$ cat config.mk
export PLATFORM = sky130hd
export DESIGN_NAME = multicycle_ctrl
export DESIGN_NICKNAME = d
export VERILOG_FILES = /design/src/rtl/cpu_ctrl_pkg.sv /design/src/rtl/alu_decoder.sv /design/src/rtl/multicycle_ctrl.sv
export SDC_FILE = /design/constraint.sdc
export NUM_CORES = 1
export LEC_CHECK = 0
export CAP_MARGIN = 20
export CORE_UTILIZATION = 35
export DETAILED_ROUTE_END_ITERATION = 7
export MAX_ROUTING_LAYER = met4
export PLACE_DENSITY = 0.66
export RECOVER_POWER = 100
export SLEW_MARGIN = 20
export SYNTH_ARGS = -nofsm -noshare
export SYNTH_HDL_FRONTEND = slang
export SYNTH_HIERARCHICAL = 1
export SYNTH_SLANG_ARGS = --single-unit
$ cat constraint.sdc
create_clock -name clk -period 3.9 [get_ports clk]
set_clock_uncertainty 0.1 [all_clocks]
set_input_delay 0.78 -clock clk [delete_from_list [all_inputs] [get_ports clk]]
set_output_delay 0.78 -clock clk [all_outputs]
set_load 0.01 [all_outputs]
$ cat src/rtl/cpu_ctrl_pkg.sv
// Shared definitions for the multicycle CPU control path.
//   state_t      : FSM state encoding (also exported on the debug port)
//   OP_* / FN_*  : supported opcode and R-type funct encodings
//   ALU_*        : alu_ctrl operation codes
//   PC_* / SRCB_*: pc_src and alu_src_b mux select codes
//   opcode_known : true for any opcode the controller can execute
package cpu_ctrl_pkg;

    typedef enum logic [2:0] {
        S_IF   = 3'd0,
        S_ID   = 3'd1,
        S_EX   = 3'd2,
        S_MEM  = 3'd3,
        S_WB   = 3'd4,
        S_HALT = 3'd5
    } state_t;

    localparam logic [5:0] OP_RTYPE = 6'h00;
    localparam logic [5:0] OP_J     = 6'h02;
    localparam logic [5:0] OP_BEQ   = 6'h04;
    localparam logic [5:0] OP_ADDI  = 6'h08;
    localparam logic [5:0] OP_LW    = 6'h23;
    localparam logic [5:0] OP_SW    = 6'h2B;

    localparam logic [5:0] FN_ADD = 6'h20;
    localparam logic [5:0] FN_SUB = 6'h22;
    localparam logic [5:0] FN_AND = 6'h24;
    localparam logic [5:0] FN_OR  = 6'h25;
    localparam logic [5:0] FN_SLT = 6'h2A;

    localparam logic [2:0] ALU_ADD = 3'b010;
    localparam logic [2:0] ALU_SUB = 3'b110;
    localparam logic [2:0] ALU_AND = 3'b000;
    localparam logic [2:0] ALU_OR  = 3'b001;
    localparam logic [2:0] ALU_SLT = 3'b111;

    localparam logic [1:0] PC_ALU    = 2'd0;
    localparam logic [1:0] PC_ALUOUT = 2'd1;
    localparam logic [1:0] PC_JUMP   = 2'd2;

    localparam logic [1:0] SRCB_B      = 2'd0;
    localparam logic [1:0] SRCB_4      = 2'd1;
    localparam logic [1:0] SRCB_IMM    = 2'd2;
    localparam logic [1:0] SRCB_IMM_SH = 2'd3;

    function automatic logic opcode_known(input logic [5:0] op);
        case (op)
            OP_RTYPE, OP_J, OP_BEQ, OP_ADDI, OP_LW, OP_SW: opcode_known = 1'b1;
            default:                                      opcode_known = 1'b0;
        endcase
    endfunction

endpackage

$ cat src/rtl/alu_decoder.sv
// R-type funct decoder.
//   funct         : instr[5:0]
//   alu_ctrl      : ALU operation for the funct (add when unlisted)
//   funct_illegal : funct is not one of the supported R-type operations
module alu_decoder
    import cpu_ctrl_pkg::*;
(
    input  logic [5:0] funct,
    output logic [2:0] alu_ctrl,
    output logic       funct_illegal
);

    always_comb begin
        alu_ctrl      = ALU_ADD;
        funct_illegal = 1'b0;
        case (funct)
            FN_ADD:  alu_ctrl = ALU_ADD;
            FN_SUB:  alu_ctrl = ALU_SUB;
            FN_AND:  alu_ctrl = ALU_AND;
            FN_OR:   alu_ctrl = ALU_OR;
            FN_SLT:  alu_ctrl = ALU_SLT;
            default: funct_illegal = 1'b1;
        endcase
    end

endmodule

$ cat src/rtl/multicycle_ctrl.sv
// Main control FSM of the multicycle MIPS-subset CPU.
// Sequences IF/ID/EX/MEM/WB, counts retired instructions and traps
// illegal encodings.
//   clk, reset           : clock, synchronous active-high reset
//   opcode, funct, zero  : IR fields and ALU zero flag
//   pc_en..alu_ctrl      : datapath enables and mux selects
//   instr_done, illegal  : retire / illegal-encoding pulses
//   halted, state        : trap status and debug state
//   instr_cnt            : retired-instruction counter (wraps)
module multicycle_ctrl
    import cpu_ctrl_pkg::*;
#(
    parameter int CNT_W        = 32,
    parameter int ILLEGAL_TRAP = 0
) (
    input  logic             clk,
    input  logic             reset,
    input  logic [5:0]       opcode,
    input  logic [5:0]       funct,
    input  logic             zero,
    output logic             pc_en,
    output logic [1:0]       pc_src,
    output logic             iord,
    output logic             mem_read,
    output logic             mem_write,
    output logic             ir_write,
    output logic             reg_write,
    output logic             reg_dst,
    output logic             mem_to_reg,
    output logic             alu_src_a,
    output logic [1:0]       alu_src_b,
    output logic [2:0]       alu_ctrl,
    output logic             instr_done,
    output logic             illegal,
    output logic             halted,
    output logic [2:0]       state,
    output logic [CNT_W-1:0] instr_cnt
);

    state_t           state_q, state_d;
    logic [CNT_W-1:0] cnt_q;

    logic [2:0] dec_alu_ctrl;
    logic       funct_illegal;
    logic       instr_illegal;

    // Raw strobes before reset gating.
    logic pc_en_r, mem_read_r, mem_write_r, ir_write_r, reg_write_r;
    logic done_r, illegal_r;

    alu_decoder u_alu_decoder (
        .funct         (funct),
        .alu_ctrl      (dec_alu_ctrl),
        .funct_illegal (funct_illegal)
    );

    assign instr_illegal = !opcode_known(opcode) ||
                           ((opcode == OP_RTYPE) && funct_illegal);

    always_ff @(posedge clk) begin
        if (reset) begin
            state_q <= S_IF;
            cnt_q   <= '0;
        end else begin
            state_q <= state_d;
            if (done_r)
                cnt_q <= cnt_q + CNT_W'(1);
        end
    end

    always_comb begin
        state_d     = state_q;
        pc_en_r     = 1'b0;
        mem_read_r  = 1'b0;
        mem_write_r = 1'b0;
        ir_write_r  = 1'b0;
        reg_write_r = 1'b0;
        done_r      = 1'b0;
        illegal_r   = 1'b0;
        pc_src      = PC_ALU;
        iord        = 1'b0;
        reg_dst     = 1'b0;
        mem_to_reg  = 1'b0;
        alu_src_a   = 1'b0;
        alu_src_b   = SRCB_B;
        alu_ctrl    = ALU_ADD;

        case (state_q)
            S_IF: begin
                // Fetch and PC+4 in parallel; opcode is not yet valid here.
                mem_read_r = 1'b1;
                ir_write_r = 1'b1;
                alu_src_b  = SRCB_4;
                pc_en_r    = 1'b1;
                state_d    = S_ID;
            end
            S_ID: begin
                // Speculatively compute the branch target into ALUOut.
                alu_src_b = SRCB_IMM_SH;
                if (opcode == OP_J) begin
                    pc_src  = PC_JUMP;
                    pc_en_r = 1'b1;
                    done_r  = 1'b1;
                    state_d = S_IF;
                end else if (instr_illegal) begin
                    illegal_r = 1'b1;
                    state_d   = (ILLEGAL_TRAP != 0) ? S_HALT : S_IF;
                end else begin
                    state_d = S_EX;
                end
            end
            S_EX: begin
                alu_src_a = 1'b1;
                case (opcode)
                    OP_RTYPE: begin
                        alu_ctrl = dec_alu_ctrl;
                        state_d  = S_WB;
                    end
                    OP_LW, OP_SW: begin
                        alu_src_b = SRCB_IMM;
                        state_d   = S_MEM;
                    end
                    OP_ADDI: begin
                        alu_src_b = SRCB_IMM;
                        state_d   = S_WB;
                    end
                    OP_BEQ: begin
                        // Branch retires here whether or not it is taken.
                        alu_ctrl = ALU_SUB;
                        pc_src   = PC_ALUOUT;
                        pc_en_r  = zero;
                        done_r   = 1'b1;
                        state_d  = S_IF;
                    end
                    default: state_d = S_IF;
                endcase
            end
            S_MEM: begin
                iord = 1'b1;
                case (opcode)
                    OP_LW: begin
                        mem_read_r = 1'b1;
                        state_d    = S_WB;
                    end
                    OP_SW: begin
                        mem_write_r = 1'b1;
                        done_r      = 1'b1;
                        state_d     = S_IF;
                    end
                    default: state_d = S_IF;
                endcase
            end
            S_WB: begin
                reg_write_r = 1'b1;
                done_r      = 1'b1;
                state_d     = S_IF;
                case (opcode)
                    OP_RTYPE: reg_dst    = 1'b1;
                    OP_LW:    mem_to_reg = 1'b1;
                    default:  ;
                endcase
            end
            S_HALT:  state_d = S_HALT;
            default: state_d = S_IF;
        endcase
    end

    // Strobes are suppressed combinationally so nothing reaches memory or
    // the register file in the cycle reset is raised.
    assign pc_en      = pc_en_r     & ~reset;
    assign mem_read   = mem_read_r  & ~reset;
    assign mem_write  = mem_write_r & ~reset;
    assign ir_write   = ir_write_r  & ~reset;
    assign reg_write  = reg_write_r & ~reset;
    assign instr_done = done_r      & ~reset;
    assign illegal    = illegal_r   & ~reset;

    assign halted    = (state_q == S_HALT);
    assign state     = state_q;
    assign instr_cnt = cnt_q;

endmodule

; Word level (Yosys, flattened, before mapping)
; Index checks and enable logic that the tools add are counted.
[word_totals]
register_bits = 35
inputBits = 15
output_inout_bits = 54
[classes]
addsub = 1
eq_ne = 15
muxes = 34
bitwise_logic = 8
reduce_logical = 10
[ops]
columns = cell, n
row1 = "6-bit == test, second input constant", 7
row2 = "32-bit by 1-bit adder with 32-bit output, second input constant", 1
row3 = 1-bit two-way mux, 19
row4 = 3-bit one-hot mux with 5 select lines, 1
row5 = 3-bit one-hot mux with 2 select lines, 2
row6 = 3-bit one-hot mux with 4 select lines, 1
row7 = 2-bit two-way mux, 4
row8 = 1-bit bitwise AND, 7
row9 = "3-bit by 2-bit == test with 1-bit output, second input constant", 2
row10 = "3-bit == test, second input constant", 2
row11 = "6-bit by 2-bit == test with 1-bit output, second input constant", 1
row12 = "6-bit by 3-bit == test with 1-bit output, second input constant", 1
row13 = "6-bit by 4-bit == test with 1-bit output, second input constant", 1
row14 = 6-bit logical NOT, 1
row15 = 3-bit two-way mux, 2
row16 = 2-bit one-hot mux with 3 select lines, 1
row17 = 6-bit OR reduction, 1
row18 = 5-bit OR reduction, 1
row19 = 1-bit one-hot mux with 4 select lines, 1
row20 = 2-bit one-hot mux with 2 select lines, 1
row21 = 2-bit OR reduction, 2
row22 = "3-bit by 1-bit == test with 1-bit output, second input constant", 1
row23 = 3-bit logical NOT, 1
row24 = 1-bit one-hot mux with 3 select lines, 1
row25 = other kinds (6), 6

; Longest topological paths before layout
; Gate-level depths: netlist of the first run.
[logic_depth]
word_depth = 9
ltp_mapped = 8
mapped_depth_nobuf = 5

; By module
; Netlist of the first run, hierarchy kept.
[modules_own_cells]
columns = mod, n_inst, cells_each, area_per_inst_um2, seq_area_each_um2
row1 = multicycle_ctrl, 1, 289, 2434.8, 700.7
row2 = alu_decoder, 1, 10, 83.8, 0.0

; Worst setup path after synthesis of the first run
; No wires, ideal clock.
[synth_timing]
kind = input-to-output
start = in opcode[3]
end = out instr_done
arrival_time_ps = 2533
slack_ps = 487
stages = 6
path_buffers = 2
cell_sequence = buf_4 -> or4b_1 -> or4_4 -> a21o_4 -> buf_2 -> a21oi_1
[synth_via]
elab_chain_cells = 4
word_cells_on_any_way = 8
classes_between = eq/ne: 3 / mux: 4 / bitwise: 1
[synth_rtl]
columns = item, line
row1 = from (decl), multicycle_ctrl.sv:18  ; input logic [5:0] opcode,
row2 = "6-bit == test, or another cell as far along", multicycle_ctrl.sv:140  ; case (opcode)
row3 = 1-bit two-way mux (on tied branches), "multicycle_ctrl.sv:140, multicycle_ctrl.sv:100, multicycle_ctrl.sv:114"
row4 = 1-bit one-hot mux with 4 select lines (*), multicycle_ctrl.sv:88  ; case (state_q)
row5 = 1-bit bitwise AND (*), multicycle_ctrl.sv:175  ; assign instr_done = done_r & ~reset;
row6 = to (decl), multicycle_ctrl.sv:33  ; output logic instr_done,
; Mark *: on every way between the ends. The rest lies on a longest branch, timed or not.

; Worst setup path after layout of the first run
[layout_timing]
start = in opcode[2]
end = out pc_src[1]
[layout_via]
elab_chain_cells = 3
[layout_rtl]
columns = item, line
row1 = 6-bit by 2-bit == test with 1-bit output, multicycle_ctrl.sv:100  ; if (opcode == OP_J) begin
row2 = 2-bit two-way mux, multicycle_ctrl.sv:100
row3 = 2-bit one-hot mux with 2 select lines, multicycle_ctrl.sv:88
row4 = to (decl), multicycle_ctrl.sv:22  ; output logic [1:0] pc_src,
; No other way between the ends.

==> impl_table.tex, run 1 <==
\begin{tabular}{lr}
\hline
Metric & Value \\
\hline
\multicolumn{2}{l}{\textbf{Outcome}} \\
\quad Run status & complete, no violations \\
\multicolumn{2}{l}{\textbf{GRT}} \\
\quad GRT Overall Usage & 18.96\% \\
\quad Pin count of the biggest net entering global routing & 62 \\
\quad Number of global-route vias before repair & 2330 \\
\quad Global-route congestion overflow total & 0 \\
\quad First-pass GRT wire length & 10940 um \\
\quad Antenna violations before repair & 0 \\
\multicolumn{2}{l}{\textbf{Final layout}} \\
\quad Post-layout instance area & 3382 um2 \\
\quad Filler cell count & 686 \\
\quad Number of antenna cells inserted & 0 \\
\quad Share of layout cells above drive strength 1 & 16.71\% \\
\quad Area growth from synthesis to final layout & 34.28\% \\
\quad Fin nets & 392 \\
\quad Area of the multi-input gates & 1574 um2 \\
\quad Register cell area after layout & 700.7 um2 \\
\multicolumn{2}{l}{\textbf{Placed design}} \\
\quad HPWL after DPL & 4738 um \\
\quad Total cell area at the placement stage & 3372 um2 \\
\quad Total of buffers placed on input and output ports & 68 \\
\quad Placer's final routability congestion estimate & 0.8174 \\
\multicolumn{2}{l}{\textbf{Power}} \\
\quad Power density cells & 246.4 nW/um2 \\
\quad Cell internal power dissipation & 0.0006477 W \\
\quad IR drop worst, VDD & 0.2329 mV \\
\quad Relative contribution of sequential cells to total power & 43.4\% \\
\quad Portion of total power attributed to combinational logic & 8.7\% \\
\quad Leakage power figure & 1.411 nW \\
\quad Switching power & 0.0001857 W \\
\quad Clock network power share & 47.9\% \\
\quad Switching share of power & 22.28\% \\
\multicolumn{2}{l}{\textbf{Route}} \\
\quad Number of violations reported at the end of detailed-routing iteration 0 & 137 \\
\quad Number of optimization iterations in the first detailed-route pass & 4 \\
\quad Number of vias per cell & 5.197 \\
\quad DR WL/cell & 13.94 um \\
\quad Remaining number of nets flagged by the antenna check after routing & 0 \\
\quad Vias & 2458 \\
\quad Routed wire length & 6593 um \\
\quad DRC violations left & 0 \\
\multicolumn{2}{l}{\textbf{Die}} \\
\quad Initial Util & 36.67\% \\
\quad Vertical extent of the die & 86.83 um \\
\quad Chip width & 86.83 um \\
\quad Number of cell rows & 30 \\
\quad Count of boundary I/O pins & 69 \\
\quad Die area & 7539 um2 \\
\quad Core area & 6869 um2 \\
\multicolumn{2}{l}{\textbf{CTS}} \\
\quad CTS clock-pin slew for the worst setup and hold paths & 0.07 ns \\
\quad Clock tree from TritonCTS & done \\
\quad Cts bufs inserted & 5 \\
\quad Clk buf depth & 2 \\
\quad Later-pin clock latency in the skew report & 0.30 ns \\
\quad Hold\_buf cts & 0 \\
\quad Clock root buffer master & clkbuf\_8 \\
\quad CTS H-Tree Depth & 2 \\
\quad Number of sinks on the clock net & 35 \\
\multicolumn{2}{l}{\textbf{STA}} \\
\quad Unrepaired setup endpoints after global routing & false \\
\quad Achievable clock frequency & 0.2629 GHz \\
\quad Number of endpoints with negative hold slack in the final report & 0 \\
\quad Clock period minus worst slack & 3.804 ns \\
\quad Slew at the pin closest to its max-slew limit & 0.5796 ns \\
\quad Setup violations, final & 0 \\
\quad Setup Total Neg Slack & 0 ns \\
\quad Max-slew headroom at the worst pin & 61.36\% \\
\quad Count of final max-slew check failures & 0 \\
\quad Period Utilization, post-route & 97.54\% \\
\multicolumn{2}{l}{\textbf{Synth}} \\
\quad Post-synthesis compound-gate area fraction & 20.62\% \\
\quad Post-synthesis register bit count & 35 \\
\quad Number of flops mapped to enable cells by yosys & 0 \\
\quad Adder-cell area share of the yosys netlist & 0.4968\% \\
\quad Proportion of synthesized area in mux cells & 12.92\% \\
\quad Primary FF master, synth & dfxtp\_1 \\
\quad Share of async-settable or async-resettable flops after synthesis & 0\% \\
\quad Number of distinct standard cells referenced by the synthesized netlist & 51 \\
\quad Gate count after technology mapping & 299 \\
\quad Post-synth net total & 315 \\
\quad Combined area of all synthesized cells & 2519 um2 \\
\quad Cell types occupying the most area after synthesis & dfxtp\_1, mux2\_2, nor2\_1 \\
\quad Post-synthesis share of cell area spent on xor and xnor gates & 0\% \\
\quad Average footprint of a synthesized cell & 8.424 um2 \\
\quad Fraction of post-synthesis cell area in the top cell type by area & 27.82\% \\
\quad Main combinational cell family by area after synthesis & simple AND/OR/NAND/NOR gates \\
\quad Synthesized-area fraction occupied by and/or/nand/nor cells & 32.54\% \\
\quad Fraction of the yosys area taken by sequential cells & 27.82\% \\
\quad Yosys Warn Count & 6 \\
\quad Cell taking the most area after synthesis & dfxtp\_1 \\
\multicolumn{2}{l}{\textbf{Critical path}} \\
\quad CP max-delay cell & clkdlybuf4s50\_1 \\
\quad Critical path capture point type & output pin \\
\quad CP top delay family & simple AND/OR/NAND/NOR gates \\
\quad Data arrival, critical path & 2.92 ns \\
\quad Worst flop-to-flop path startpoint & state[1] \\
\quad Worst reg2reg path endpoint & instr\_cnt[19] \\
\quad Required time of the critical path & 3.02 ns \\
\quad Critical Path Fanout Max & 3 \\
\quad Worst setup path category & primary input to output pin \\
\quad Most used cell, CP & clkdlybuf4s50\_1 \\
\quad Cells traversed along the worst timing path & clkdlybuf4s50\_1 > or4b\_1 > or3\_1 > nor3\_1 > clkdlybuf4s50\_1 \\
\quad R2r worst-path depth & 6 \\
\quad Beginning of the critical path & opcode[2] \\
\quad Worst-case register-to-register setup slack & 1.08 ns \\
\quad Kind of launch point of the worst setup path & primary input \\
\quad Worst path max stage delay & 0.60 ns \\
\quad Bufs and invs on worst path & 2 \\
\multicolumn{2}{l}{\textbf{Worst hold path}} \\
\quad Endpoint, Worst Hold & instr\_cnt[30] \\
\quad Worst Min Path Start & instr\_cnt[30] \\
\quad Type of the worst min-delay path & register to register \\
\quad Worst hold path depth & 2 \\
\multicolumn{2}{l}{\textbf{Run}} \\
\quad Number of max-capacitance violations reported & 0 \\
\hline
\end{tabular}
[flip-flops by register name, summed over array words and instances (netlist names)]
signal	flops
state	3
instr_cnt	32
[placed cells by master (no fill, tap or decap), types with 3 or more instances in the layout]
master            n
nand3_1          15
nor4_1            3
clkbuf_8          5
nand2b_1          3
a211oi_1         13
or4_1             3
mux2_1            5
nor3_1           15
dlygate4sd3_1    45
dfxtp_1          35
o21ai_0           6
or2_2             3
dlygate4sd2_1     5
inv_1            11
nand4_1           3
nor2_1           44
nand2_1          16
and3_1            3
mux2_2           23
clkbuf_1          4
buf_4            15
a21oi_1           9
a2111oi_0         7
a2111oi_1         4
clkdlybuf4s50_1  17
nor2b_1          25
[kinds of logic (layout without fill, tap and decap cells)]
logic type | count (synthesis) | count (layout)
buffers and inverters | 30 | 108
AO/OA/AOI/OAI | 52 | 52
flip-flops | 35 | 35
AND/OR/NAND/NOR | 152 | 152
adder cells (fa/ha/maj) | 1 | 1
multiplexers | 29 | 29
[how the worst max path moves through the flow]
| stage | to | slack, ns | cells past startpoint |
|---|---|---|---|
| after floorplan | instr_done | 0.49 | 6 |
| after global placement | instr_done | -0.11 | 6 |
| after detailed placement | instr_done | -0.11 | 6 |
| after CTS | alu_ctrl[0] | 0.03 | 7 |
| after global routing | instr_done | 0.01 | 7 |
| final | pc_src[1] | 0.1 | 5 |
[power by group through the flow]
stage	clock network (W)	logic (W)	registers [W]
2_1_floorplan	0	0.0000387	0.000368
3_3_place_gp	0	0.0000736	0.000370
3_5_place_dp	0	0.0000751	0.000370
4_1_cts	0.000408	0.0000737	0.000362
5_1_grt	0.000422	0.0000795	0.000362
6_report	0.000399	0.0000725	0.000362
[worst reg2reg max path: cells and delay by family, from the launching register on]
| family | cells | cell delay [ns] |
|---|---|---|
| simple gates | 2 | 0.55 |
| flops | 1 | 0.55 |
| compound gates | 2 | 0.81 |
| mux | 1 | 0.39 |
| buf+inv | 1 | 0.32 |
[timing repair]
item | CTS | global route
resized for setup | 5 | 4
pin swaps | 0 | 0
setup buffers | 0 | 0
endpoints found under the setup margin | 5 | 4
[area by class of cell]
class,count,share of cell area (%)
sequential,35,20.72
tap,96,3.552
clock inverter,3,1.998
multi-input combinational,234,46.54
timing repair buffer,89,23.94
inverter,11,1.221
clock buffer,5,2.035
[Yosys cell counts, drive strengths merged (2+ instances only)]
master / count
clkbuf: 10
a2111oi: 11
mux2: 28
and4bb: 3
and2: 2
nand3: 16
buf: 9
nor4: 4
nand2b: 3
and3: 3
inv: 11
or2: 4
o21ai: 6
o211a: 2
or4: 5
o2111a: 2
nor2b: 25
a2bb2oi: 2
dfxtp: 35
nor2: 44
a21o: 2
a21oi: 9
o21a: 2
nor3b: 2
a211oi: 13
nor3: 17
nand4: 4
nand2: 16
[stage by stage]
step                      worst slack (ns)  total power (W)  utilization (%)  std cells  hold slack [ns]
after floorplan                     0.4872        0.0004064                -        299           0.4633
after global placement             -0.1138        0.0004437            49.09        465           0.4352
after detailed placement           -0.1080        0.0004453            49.09        465           0.4459
after CTS                          0.03007        0.0008439            50.98        473           0.4752
after global routing               0.01481        0.0008636            49.24        473           0.5049
final                              0.09589        0.0008334            49.24        473           0.4660
[routing by layer]
layer	routed length, um	track usage (%)
met5	0	-
met1	3221	24.50
met4	110	6.970
met3	271	3.619
met2	2989	29.35
Note: power is estimated with default switching activity, not from simulation.
==> run 2, diff against run 1 <==
--- a/config.mk
+++ b/config.mk
@@ -9,10 +9,9 @@
 export CORE_UTILIZATION = 35
 export DETAILED_ROUTE_END_ITERATION = 7
 export MAX_ROUTING_LAYER = met4
-export PLACE_DENSITY = 0.66
+export PLACE_DENSITY = 0.68
 export RECOVER_POWER = 100
 export SLEW_MARGIN = 20
 export SYNTH_ARGS = -nofsm -noshare
 export SYNTH_HDL_FRONTEND = slang
-export SYNTH_HIERARCHICAL = 1
 export SYNTH_SLANG_ARGS = --single-unit
==> impl_table.tex, run 2 <==
\begin{tabular}{lr}
\hline
Metric & Value \\
\hline
\multicolumn{2}{l}{\textbf{Final layout}} \\
\quad Area growth from synthesis to final layout & 41.33\% (was 34.28\%) \\
\quad Flip-flop count of the largest register, all copies and words added & 32 (unchanged) \\
\quad Final core utilization & 51.31\% (was 49.24\%) \\
\quad Highest-count cells in the layout ignoring fill and taps & dlygate4sd3\_1, dfxtp\_1, nor2\_1 (was dlygate4sd3\_1, nor2\_1, dfxtp\_1) \\
\quad Fin nets & 366 (was 392) \\
\quad Share of layout cells above drive strength 1 & 8.262\% (was 16.71\%) \\
\quad Most common library cell in the layout ignoring fill and taps & dlygate4sd3\_1 (unchanged) \\
\quad Number of antenna cells inserted & 0 (unchanged) \\
\multicolumn{2}{l}{\textbf{Critical path}} \\
\quad R2r worst-path depth & 6 (unchanged) \\
\quad Most used cell, CP & clkdlybuf4s50\_1 (unchanged) \\
\quad Worst reg2reg path endpoint & instr\_cnt[24] (was instr\_cnt[19]) \\
\quad Kind of launch point of the worst setup path & primary input (unchanged) \\
\quad Worst flop-to-flop path startpoint & state[0] (was state[1]) \\
\quad Bufs and invs on worst path & 3 (was 2) \\
\quad Required time of the critical path & 3.02 ns (about the same) \\
\quad Worst setup path category & primary input to output pin (unchanged) \\
\quad Worst Setup EP & alu\_ctrl[1] (was pc\_src[1]) \\
\quad Critical path capture point type & output pin (unchanged) \\
\quad Total number of cells along the worst setup path & 6 (was 5) \\
\quad Data arrival, critical path & 2.93 ns (was 2.92 ns) \\
\quad Cells traversed along the worst timing path & clkdlybuf4s50\_1 > or4\_4 > or3\_1 > clkbuf\_1 > nand3b\_1 > clkdlybuf4s50\_1 (was clkdlybuf4s50\_1 > or4b\_1 > or3\_1 > nor3\_1 > clkdlybuf4s50\_1) \\
\quad Worst-case register-to-register setup slack & 0.74 ns (was 1.08 ns) \\
\quad CP top delay family & buffers and inverters (was simple AND/OR/NAND/NOR gates) \\
\quad Critical Path Fanout Max & 6 (was 3) \\
\quad Beginning of the critical path & opcode[0] (was opcode[2]) \\
\quad CP max-delay cell & or4\_4 (was clkdlybuf4s50\_1) \\
\quad Worst path max stage delay & 0.59 ns (was 0.60 ns) \\
\multicolumn{2}{l}{\textbf{CTS}} \\
\quad Cts bufs inserted & 5 (unchanged) \\
\quad Number of sinks on the clock net & 35 (unchanged) \\
\quad Clock tree from TritonCTS & done (unchanged) \\
\quad CTS H-Tree Depth & 2 (unchanged) \\
\quad CTS clock-pin slew for the worst setup and hold paths & 0.08 ns (was 0.07 ns) \\
\quad Later-pin clock latency in the skew report & 0.30 ns (about the same) \\
\quad Clk buf depth & 2 (unchanged) \\
\quad Clock root buffer master & clkbuf\_8 (unchanged) \\
\quad Buffer count from post-CTS setup fixing & 0 (unchanged) \\
\multicolumn{2}{l}{\textbf{Route}} \\
\quad Remaining number of nets flagged by the antenna check after routing & 0 (unchanged) \\
\quad Vias & 2385 (was 2458) \\
\quad Uppermost metal layer occupied by signal nets & met4 (unchanged) \\
\quad DRC violations left & 0 (unchanged) \\
\quad DR WL/cell & 14.27 um (was 13.94 um) \\
\quad Wire length on met2 & 2818 um (was 2989 um) \\
\quad Routed wire length & 6078 um (was 6593 um) \\
\quad Detailed-routed wire length on met3 & 284 um (was 271 um) \\
\quad Number of optimization iterations in the first detailed-route pass & 4 (unchanged) \\
\quad Number of violations reported at the end of detailed-routing iteration 0 & 120 (was 137) \\
\quad Number of vias per cell & 5.599 (was 5.197) \\
\quad WL met1 & 2905 um (was 3221 um) \\
\multicolumn{2}{l}{\textbf{Power}} \\
\quad Post-layout power & 0.0007582 W (was 0.0008334 W) \\
\quad IR drop worst, VDD & 0.1763 mV (was 0.2329 mV) \\
\quad Power density cells & 249.6 nW/um2 (was 246.4 nW/um2) \\
\quad Leakage power figure & 1.106 nW (was 1.411 nW) \\
\multicolumn{2}{l}{\textbf{Synth}} \\
\quad Top-count cell post-synth & dfxtp\_1 (was nor2\_1) \\
\quad Combined area of all synthesized cells & 2150 um2 (was 2519 um2) \\
\quad Yosys Warn Count & 0 (was 6) \\
\quad Most common library cells after synthesis & dfxtp\_1, nor2\_1, a21oi\_1, nand2\_1, clkbuf\_1 (was nor2\_1, dfxtp\_1, nor2b\_1, mux2\_2, nor3\_1) \\
\quad Share of async-settable or async-resettable flops after synthesis & 0\% (unchanged) \\
\quad Cell taking the most area after synthesis & dfxtp\_1 (unchanged) \\
\quad Post-synth net total & 296 (was 315) \\
\quad Fraction of post-synthesis cell area in the top cell type by area & 32.60\% (was 27.82\%) \\
\quad Cell types occupying the most area after synthesis & dfxtp\_1, a21oi\_1, or4\_1 (was dfxtp\_1, mux2\_2, nor2\_1) \\
\quad Number of flops mapped to enable cells by yosys & 0 (unchanged) \\
\quad Primary FF master, synth & dfxtp\_1 (unchanged) \\
\quad Fraction of the yosys area taken by sequential cells & 32.60\% (was 27.82\%) \\
\quad Number of distinct standard cells referenced by the synthesized netlist & 49 (was 51) \\
\quad Average footprint of a synthesized cell & 7.677 um2 (was 8.424 um2) \\
\quad Gate count after technology mapping & 280 (was 299) \\
\quad Post-synthesis register bit count & 35 (unchanged) \\
\multicolumn{2}{l}{\textbf{GRT}} \\
\quad Number of global-route vias before repair & 2134 (was 2330) \\
\quad Antenna violations before repair & 0 (unchanged) \\
\quad GRT Overall Usage & 20.23\% (was 18.96\%) \\
\quad First-pass GRT wire length & 9922 um (was 10940 um) \\
\quad Global-route congestion overflow total & 0 (unchanged) \\
\quad Pin count of the biggest net entering global routing & 44 (was 62) \\
\multicolumn{2}{l}{\textbf{Die}} \\
\quad Core area & 5921 um2 (was 6869 um2) \\
\quad Vertical extent of the die & 80.37 um (was 86.83 um) \\
\quad Chip width & 80.37 um (was 86.83 um) \\
\quad Count of boundary I/O pins & 69 (unchanged) \\
\quad Number of cell rows & 28 (was 30) \\
\quad Initial Util & 36.31\% (was 36.67\%) \\
\quad Die area & 6459 um2 (was 7539 um2) \\
\multicolumn{2}{l}{\textbf{STA}} \\
\quad Setup violations, final & 0 (unchanged) \\
\quad Post-route worst setup slack & 0.08624 ns (was 0.09589 ns) \\
\quad Achievable clock frequency & 0.2622 GHz (was 0.2629 GHz) \\
\quad Count of final max-slew check failures & 0 (unchanged) \\
\quad Max-slew headroom at the worst pin & 49.89\% (was 61.36\%) \\
\quad Clock period minus worst slack & 3.814 ns (was 3.804 ns) \\
\quad Number of endpoints with negative hold slack in the final report & 0 (unchanged) \\
\quad Period Utilization, post-route & 97.79\% (was 97.54\%) \\
\quad Slew at the pin closest to its max-slew limit & 0.7517 ns (was 0.5796 ns) \\
\quad Unrepaired setup endpoints after global routing & false (unchanged) \\
\multicolumn{2}{l}{\textbf{Run}} \\
\quad Number of max-capacitance violations reported & 0 (unchanged) \\
\multicolumn{2}{l}{\textbf{Placed design}} \\
\quad Pre-CTS worst setup slack & -0.2071 ns (was -0.1080 ns) \\
\quad HPWL after DPL & 4289 um (was 4738 um) \\
\quad Placer's final routability congestion estimate & 0.8397 (was 0.8174) \\
\quad Total of buffers placed on input and output ports & 68 (unchanged) \\
\multicolumn{2}{l}{\textbf{Outcome}} \\
\quad Run status & complete, no violations (unchanged) \\
\multicolumn{2}{l}{\textbf{Worst hold path}} \\
\quad Type of the worst min-delay path & register to register (unchanged) \\
\hline
\end{tabular}
==> run 2: cell types whose count changed in the layout (fill, tap and decap cells not counted), moves of 5 or more <==
cell       previous run  this run
a211oi_1             13         1
nor2_1               44        27
nand4_1               3        13
a21oi_1               9        26
or3_1                 1        12
nor2b_1              25         6
nand3b_1              0         5
a2111oi_0             7         0
or4_1                 3        13
o31ai_1               0        13
mux2_2               23         1
nor3_1               15         6
==> run 2: kinds of logic (layout without fill, tap and decap cells) <==
logic type	after synthesis	in the layout	synth area share, %
multiplexers	6	6	3.027
flip-flops	35	35	32.60
adder cells (fa/ha/maj)	1	1	0.5820
AO/OA/AOI/OAI	65	65	19.67
AND/OR/NAND/NOR	139	139	36.27
XOR/XNOR	5	5	2.037
buffers and inverters	29	100	5.820
==> run 2: worst min path at each step <==
stage / slack (ns) / from / to / cells after the start
after floorplan: 0.40 / instr_cnt[31] / instr_cnt[31] / 2
after global placement: 0.37 / instr_cnt[31] / instr_cnt[31] / 2
after detailed placement: 0.38 / instr_cnt[31] / instr_cnt[31] / 2
after CTS: 0.39 / instr_cnt[31] / instr_cnt[31] / 2
after global routing: 0.42 / instr_cnt[31] / instr_cnt[31] / 2
final: 0.38 / instr_cnt[31] / instr_cnt[31] / 2
==> run 2: cell type report <==
type	instances	area, um2
Multi-Input combinational cell	216	1319
Fill cell	602	2883
Clock buffer	5	68.82
Sequential cell	35	700.7
Inverter	8	30.03
Clock inverter	3	43.79
Tap cell	75	93.84
Timing Repair Buffer	84	782.0
==> run 2: worst reg2reg max path: stages (launching register included) <==
cell      delay [ns]
dfxtp_1         0.48
or3b_1          0.53
o41a_2          0.48
and3_1          0.20
clkbuf_2        0.45
nor4_1          0.47
mux2_1          0.35
==> run 2: report_power, final <==
group | internal [W] | switching (W)
combinational | 0.0000334 | 0.0000308
clock | 0.000190 | 0.000142
sequential | 0.000358 | 0.00000370
==> run 2: what timing repair did <==
item                                    CTS  global route
resized for setup                         5             1
hold buffers                              0             0
cloned                                    0             0
endpoints found under the setup margin    7             1
==> run 2: metrics by stage <==
stage          std cells  instance area [um2]  setup TNS (ns)  hold slack [ns]
4_1_cts              426                 3060               0           0.3886
2_1_floorplan        280                 2150               0           0.3959
6_report             426                 3038               0           0.3800
3_5_place_dp         418                 2949         -0.5861           0.3756
5_1_grt              426                 3038               0           0.4201
3_3_place_gp         418                 2949         -0.5251           0.3739
==> run 2: routing by layer <==
layer,track usage (%),vias up
li1,-,1196
met1,25.22,1121
met2,31.86,61
met3,4.545,7
met4,7.321,0
met5,-,-
